File: src/rtl/fifo_burst_reader.sv
// fifo_burst_reader: drains the 16x8 byte FIFO into SDRAM write bursts.
// Stages up to BURST_LEN popped bytes, issues one burst request, then
// streams the staged bytes as valid/ready data beats.
module fifo_burst_reader #(
  parameter int unsigned DATA_W    = 8,
  parameter int unsigned BURST_LEN = 4,
  parameter int unsigned ADDR_W    = 12,
  parameter int unsigned BASE_ADDR = 0
) (
  input  logic              clk,
  input  logic              reset_n,
  input  logic              enable,
  input  logic              flush,
  output logic              fifo_rd_en,
  input  logic [DATA_W-1:0] fifo_rd_data,
  input  logic              fifo_empty,
  output logic              req_valid,
  input  logic              req_ready,
  output logic [ADDR_W-1:0] req_addr,
  output logic [3:0]        req_len,
  output logic              wdata_valid,
  input  logic              wdata_ready,
  output logic [DATA_W-1:0] wdata,
  output logic              wdata_last,
  output logic              busy
);

  localparam int unsigned CNT_W = 4;
  localparam int unsigned IDX_W = (BURST_LEN > 1) ? $clog2(BURST_LEN) : 1;
  localparam logic [CNT_W-1:0] FULL = CNT_W'(BURST_LEN);

  typedef enum logic [1:0] {
    ST_IDLE,
    ST_FILL,
    ST_REQ,
    ST_DATA
  } state_t;

  state_t            state;
  logic [DATA_W-1:0] stage_buf [BURST_LEN];
  logic [CNT_W-1:0]  filled;
  logic [CNT_W-1:0]  issued;
  logic [CNT_W-1:0]  idx;
  logic              pending;
  logic              flush_lat;

  logic [CNT_W-1:0]  filled_nxt;
  logic              flush_act;
  logic              fill_done;
  logic              flush_go;

  // Pop only while filling, never on empty, never past a full burst or while a flush drains.
  assign fifo_rd_en = (state == ST_FILL) & enable & ~fifo_empty & ~flush_lat & (issued < FULL);

  // Staged count once the in-flight byte (if any) lands this cycle.
  assign filled_nxt = filled + CNT_W'(pending);
  assign flush_act  = flush_lat | flush;
  assign fill_done  = ~fifo_rd_en & (filled_nxt == FULL);
  assign flush_go   = ~fifo_rd_en & flush_act & (filled_nxt != '0);

  // Control FSM with registered request/beat outputs.
  always_ff @(posedge clk or negedge reset_n) begin
    if (!reset_n) begin
      state       <= ST_IDLE;
      busy        <= 1'b0;
      req_valid   <= 1'b0;
      req_addr    <= ADDR_W'(BASE_ADDR);
      req_len     <= '0;
      wdata_valid <= 1'b0;
      wdata       <= '0;
      wdata_last  <= 1'b0;
      filled      <= '0;
      issued      <= '0;
      idx         <= '0;
      pending     <= 1'b0;
      flush_lat   <= 1'b0;
    end else begin
      unique case (state)
        ST_IDLE: begin
          if (flush) flush_lat <= 1'b1;
          if (enable) begin
            state <= ST_FILL;
            busy  <= 1'b1;
          end
        end
        ST_FILL: begin
          pending <= fifo_rd_en;
          filled  <= filled_nxt;
          if (fifo_rd_en) issued <= issued + CNT_W'(1);
          if (fill_done || flush_go) begin
            state     <= ST_REQ;
            req_valid <= 1'b1;
            req_len   <= filled_nxt;
            flush_lat <= 1'b0;
          end else if (flush_act) begin
            // A flush with nothing staged retires unless a pop is still in flight.
            flush_lat <= fifo_rd_en;
          end
        end
        ST_REQ: begin
          if (req_ready) begin
            state       <= ST_DATA;
            req_valid   <= 1'b0;
            wdata_valid <= 1'b1;
            wdata       <= stage_buf[IDX_W'(0)];
            wdata_last  <= (req_len == CNT_W'(1));
            idx         <= '0;
          end
        end
        ST_DATA: begin
          if (wdata_ready) begin
            if (wdata_last) begin
              wdata_valid <= 1'b0;
              wdata_last  <= 1'b0;
              req_addr    <= req_addr + ADDR_W'(req_len);
              filled      <= '0;
              issued      <= '0;
              idx         <= '0;
              state       <= enable ? ST_FILL : ST_IDLE;
              busy        <= enable;
            end else begin
              idx        <= idx + CNT_W'(1);
              wdata      <= stage_buf[IDX_W'(idx + CNT_W'(1))];
              wdata_last <= ((idx + CNT_W'(2)) == req_len);
            end
          end
        end
        default: begin
          state <= ST_IDLE;
          busy  <= 1'b0;
        end
      endcase
    end
  end

  // Capture the FIFO byte the cycle after its pop was accepted.
  always_ff @(posedge clk) begin
    if (state == ST_FILL && pending) stage_buf[IDX_W'(filled)] <= fifo_rd_data;
  end

endmodule

File: config.mk
export PLATFORM = sky130hd
export DESIGN_NAME = fifo_burst_reader
export DESIGN_NICKNAME = d
export VERILOG_FILES = /design/src/rtl/fifo_burst_reader.sv
export SDC_FILE = /design/constraint.sdc
export NUM_CORES = 1
export LEC_CHECK = 0
export CAP_MARGIN = 20
export CORE_ASPECT_RATIO = 0.9
export CORE_MARGIN = 5
export CORE_UTILIZATION = 60
export CTS_BUF_LIST = sky130_fd_sc_hd__clkbuf_8
export DETAILED_ROUTE_END_ITERATION = 8
export PLACE_DENSITY = 0.95
export SETUP_SLACK_MARGIN = 0.4
export SYNTH_ARGS = -nofsm -noshare
export SYNTH_HDL_FRONTEND = slang
export SYNTH_SLANG_ARGS = --single-unit
File: constraint.sdc
create_clock -name clk -period 4.68 [get_ports clk]
set_input_delay 0.468 -clock clk [delete_from_list [all_inputs] [get_ports clk]]
set_output_delay 0.468 -clock clk [all_outputs]
set_load 0.02 [all_outputs]
# After elaboration in Yosys (flattened, before gate mapping)
# Memories as Yosys holds them, arrays and structs flattened.
# Cells that the tools add are included.
# word_totals
reg_bits	44
ramBits	32
in_bits	15
output_inout_bits	29
wordCells	107
mem_count	1
# classes
addsub	5
magnitude_cmp	1
eq_ne	15
n_mux	41
bitwise	11
reduce_logical	20
# memory_table
name	depth	width	rd	rd_clocked_by_memory_dff	wr	line_no	source
stage_buf	4	8	2	0	1	40	logic [DATA_W-1:0] stage_buf [BURST_LEN];
# ops
cell	count
two-way mux 4 bit	6
two-way mux 8 bit	3
one-hot mux 4 bit (2 select lines)	3
two-way mux 1 bit	17
one-hot mux 8 bit (2 select lines)	1
AND reduction 4 bit	4
AND reduction 3 bit	5
!= test 2 bit (second input constant)	7
adder 12 x 4 -> 12 bit	1
two-way mux 2 bit	5
one-hot mux 1 bit (2 select lines)	5
nonzero test 2 bit	5
adder 4 x 1 -> 4 bit (second input constant)	2
one-hot mux 2 bit (4 select lines)	1
bitwise AND 1 bit	7
AND reduction 5 bit	1
adder 4 x 1 -> 4 bit	1
adder 4 x 2 -> 4 bit (second input constant)	1
== test 2 bit (second input constant)	2
== test 4 x 1 -> 1 bit (second input constant)	1
== test 4 x 3 -> 1 bit (second input constant)	1
== test 4 bit	1
< comparator 4 x 3 -> 1 bit (second input constant)	1
nonzero test 4 bit	1
9 further kinds	11

# Depth between registers and ports, before layout
# depth
word_depth	11
depth_mapped	8
ltp_nobuf	8

# Least setup slack after synthesis
# Ideal clock, no wire load.
# synth_path
kind	register to register
start	register filled[0]
end	register req_len[0]
setup_ps	125
t_arrival_ps	2016
required_time_ps	4555
setup_slack_ps	2539
path_stages_with_launch	8
n_path_buf	0
period_less_slack_ps	2141
path_cell_list	dfrtp_1 -> ha_1 -> ha_1 -> nor3b_1 -> mux2_4 -> mux2i_4 -> and2_4 -> mux2_4
# synth_via
elab_chain_cells	5
word_cells_on_any_way	7
classes_between	add/sub (1); eq/ne (1); bitwise (2); reduce/logical (3)
# synth_lines
item	line_no	source
from (decl)	41	logic [CNT_W-1:0] filled;
from (signal assigned)	88	filled <= filled_nxt;
adder 4 x 1 -> 4 bit *	56	assign filled_nxt = filled + CNT_W'(pending);
named net filled_nxt[1]	47	logic [CNT_W-1:0] filled_nxt;
== test 4 x 3 -> 1 bit / nonzero test 4 bit (equally long branches)	58, 59	
bitwise AND 1 bit (on tied branches)	58, 59	
logical OR 1 bit *	90	if (fill_done || flush_go) begin
AND reduction 2 bit (no line) *	n/a	
to (signal assigned)	93	req_len <= filled_nxt;
to (decl)	20	output logic [3:0] req_len,
# The timed path passes the listed nets; every way through them passes the cells marked *.
# A chain may end at the register's enable or synchronous reset.

# Worst setup path in the final report
# layout_path
start	register state[1]
end	output fifo_rd_en
# layout_via
elab_chain_cells	5
# layout_lines
item	line_no	source
from (decl)	39	state_t state;
from (signal assigned)	119	state <= enable ? ST_FILL : ST_IDLE;
== test 2 x 1 -> 1 bit	53	assign fifo_rd_en = (state == ST_FILL) & enable & ~fifo_empty & ~flush_lat & (issued < FULL);
bitwise AND 1 bit (4 in series)	53	
to (decl)	14	output logic fifo_rd_en,
# No other way between the ends.

==> impl_metrics.json <==
{
  "p_per_area_nw_per_um2": 625,
  "peakVddDrop_uv": 255,
  "pin_count": 44,
  "num_vias": 2669,
  "setup_violations": 0,
  "place_ws_ns": 1.95,
  "gp_congestion": 0.897,
  "fillCellCount": 345,
  "die_area_um2": 7630,
  "utilization_pct": 75.1,
  "fin_crit_sh_pct": 63.1,
  "cts_tree": "yes",
  "start_util_pct": 62.3,
  "p_leak_nw": 1.78,
  "cts-root-buf": "clkbuf_8",
  "status": "finished clean",
  "fin_tns_setup_ns": 0,
  "via_per_inst": 6.09,
  "crit_path_max_fanout": 13,
  "drc": 0,
  "drt_wl_total_mm": 8.09,
  "min_period_ns": 2.95,
  "r2r_slack_ns": 1.87,
  "ys_ff_latch": 76,
  "final_hold_viol_count": 0,
  "synthesis.nets": 343,
  "ys_seq_area_share_pct": 57.4,
  "clock_latency_ns": 0.36,
  "wl_per_cell_um": 18.5,
  "yosysWarnings": 0,
  "worstSetupStartpointType": "register",
  "yosysMostFrequentCell": "dfrtp_1",
  "slew-limit-headroom_pct": 34.4,
  "layout_setup_ws_ns": 1.73,
  "insertedDiodeCount": 0,
  "avgSynthCellArea_um2": 11.4,
  "worstPathArrival_ns": 2.49,
  "cts_buffers": 9,
  "first_pass_iters": 4,
  "port-buffer-count": 43,
  "crit_required_ns": 4.21,
  "grt_first_pass_wirelength_mm": 13.6,
  "antenna_found_initial": 0,
  "synthesis.area_um2": 3590,
  "cp-end-kind": "output pin",
  "grt.met2_usage_pct": 37.0,
  "syn_to_final_growth_pct": 20.4,
  "synth_top_area_share_pct": 30.7,
  "synth_top_area_cell": "dfrtp_1",
  "finClkSkew_ns": 0.0106,
  "fmax_ghz": 0.339,
  "min_path_type": "primary input to asynchronous set/reset pin",
  "reg2reg_from": "state[1]$_DFFE_PN0P_",
  "drtIter0Drc": 238,
  "synthFlopType": "dfrtp_1",
  "nets": 392,
  "synth_edf_count": 32,
  "hpwl_mm": 5.47,
  "async_reset_ff_share_pct": 57.9,
  "clk_pin_slew_ns": 0.08,
  "yosysUniqueCellTypes": 47,
  "drv_slew": 0,
  "die_w_um": 91.5,
  "cts.repair.resized": 0,
  "yosys-top-cells-area": "dfrtp_1, edfxtp_1, ha_1",
  "overflow": 0,
  "grt_pass1_vias": 2758,
  "h-tree-depth": 3,
  "dieHeight_um": 83.4,
  "reg2reg_depth": 6,
  "r2r-end": "req_addr[10]$_DFFE_PN0P_",
  "core_um2": 5760,
  "final_antenna_net_count": 0,
  "use_met1_pct": 27.3,
  "path_class": "register to output pin",
  "whs_ns": 0.446,
  "grt_use_met3_pct": 7.50,
  "post_cts_buffers": 0,
  "syn_inst": 314,
  "grt_use_total_pct": 22.7,
  "grt_max_degree": 45,
  "tightest_slew_ns": 0.984,
  "rsz0062_at_grt": "false",
  "top_usage_layer": "met2",
  "maxCapViolCount": 0,
  "rows": 26,
  "cts_buffer_depth": 2,
  "clock_sinks": 76,
  "yosys-top-cells-count": "dfrtp_1, edfxtp_1, nand2_1",
  "cts.hold.buffers_added": 0,
  "drive_gt1_share_pct": 10.3
}
## state kept, by name, indices dropped and copies added (netlist names)
signal       count
wdata_valid      1
state            2
issued           4
idx              4
filled           4
req_valid        1
req_addr        12
stage_buf       32
flush_lat        1
wdata            8
busy             1
pending          1
wdata_last       1
req_len          4
## cell usage in the layout (no fill, tap or decap), drive strengths merged, types with 11 or more instances in the layout
| cell type | n |
|---|---|
| o21ai | 21 |
| nor2 | 18 |
| mux2 | 11 |
| a21oi | 20 |
| edfxtp | 32 |
| dfrtp | 44 |
| nand2 | 31 |
| xnor2 | 12 |
| inv | 22 |
| ha | 13 |
| clkdlybuf4s50 | 42 |
## routing by layer
metal | wire (um) | vias to the layer above
li1 | - | 1223
met4 | 221 | 0
met3 | 568 | 28
met2 | 4060 | 125
met5 | 0 | -
met1 | 3240 | 1293
## through the flow
step | power [mW] | cells | cell area [um2]
2_1_floorplan | 1.76 | 314 | 3590
3_3_place_gp | 2.08 | 419 | 4070
3_5_place_dp | 2.14 | 420 | 4080
4_1_cts | 2.70 | 436 | 4290
5_1_grt | 2.86 | 438 | 4320
6_report | 2.70 | 438 | 4320
## critical path: stages (launching register included)
cell             delay, ns
dfrtp_1               0.44
inv_1                 0.11
ha_1                  0.44
and4bb_2              0.33
nand2_1               0.14
inv_1                 0.08
clkdlybuf4s50_1       0.59
## kinds of logic (layout without fill, tap and decap cells)
logic type	Yosys count	count (layout)	share of synthesized area, %
fa+ha+maj	14	14	5.09
mux	15	15	5.33
buf+inv	31	85	3.35
simple gates	87	87	11.8
compound gates	74	74	12.8
flops	76	76	57.4
xor+xnor	17	17	4.15
## worst max-delay path by stage
stage / start / endpoint / slack, ns / depth (start not counted)
after global placement: state[0]$_DFFE_PN0P_ / req_addr[11]$_DFFE_PN0P_ / 2.05 / 6
after CTS: state[1]$_DFFE_PN0P_ / fifo_rd_en / 1.73 / 6
after detailed placement: state[1]$_DFFE_PN0P_ / req_addr[10]$_DFFE_PN0P_ / 1.95 / 6
after floorplan: filled[0]$_DFFE_PN0P_ / req_len[0]$_DFFE_PN0P_ / 2.54 / 7
final: state[1]$_DFFE_PN0P_ / fifo_rd_en / 1.73 / 6
after global routing: state[1]$_DFFE_PN0P_ / wdata[6]$_DFFE_PN0P_ / 1.60 / 5
## layout make-up
type                       count  area [um2]  share of cell area (%)
sequential                    76        2060                    47.7
clock inverter                 7        91.3                    2.11
tap                           70        87.6                    2.03
inverter                      22        82.6                    1.91
timing repair buffer          47         468                    10.8
multi-input combinational    207        1410                    32.6
clock buffer                   9         124                    2.87
## where the power goes
group	switching, mW	internal [mW]
clock network	0.247	0.297
logic	0.650	0.520
registers	0.156	0.835
total	1.05	1.65
No activity file was read; power rests on OpenSTA's default activity.
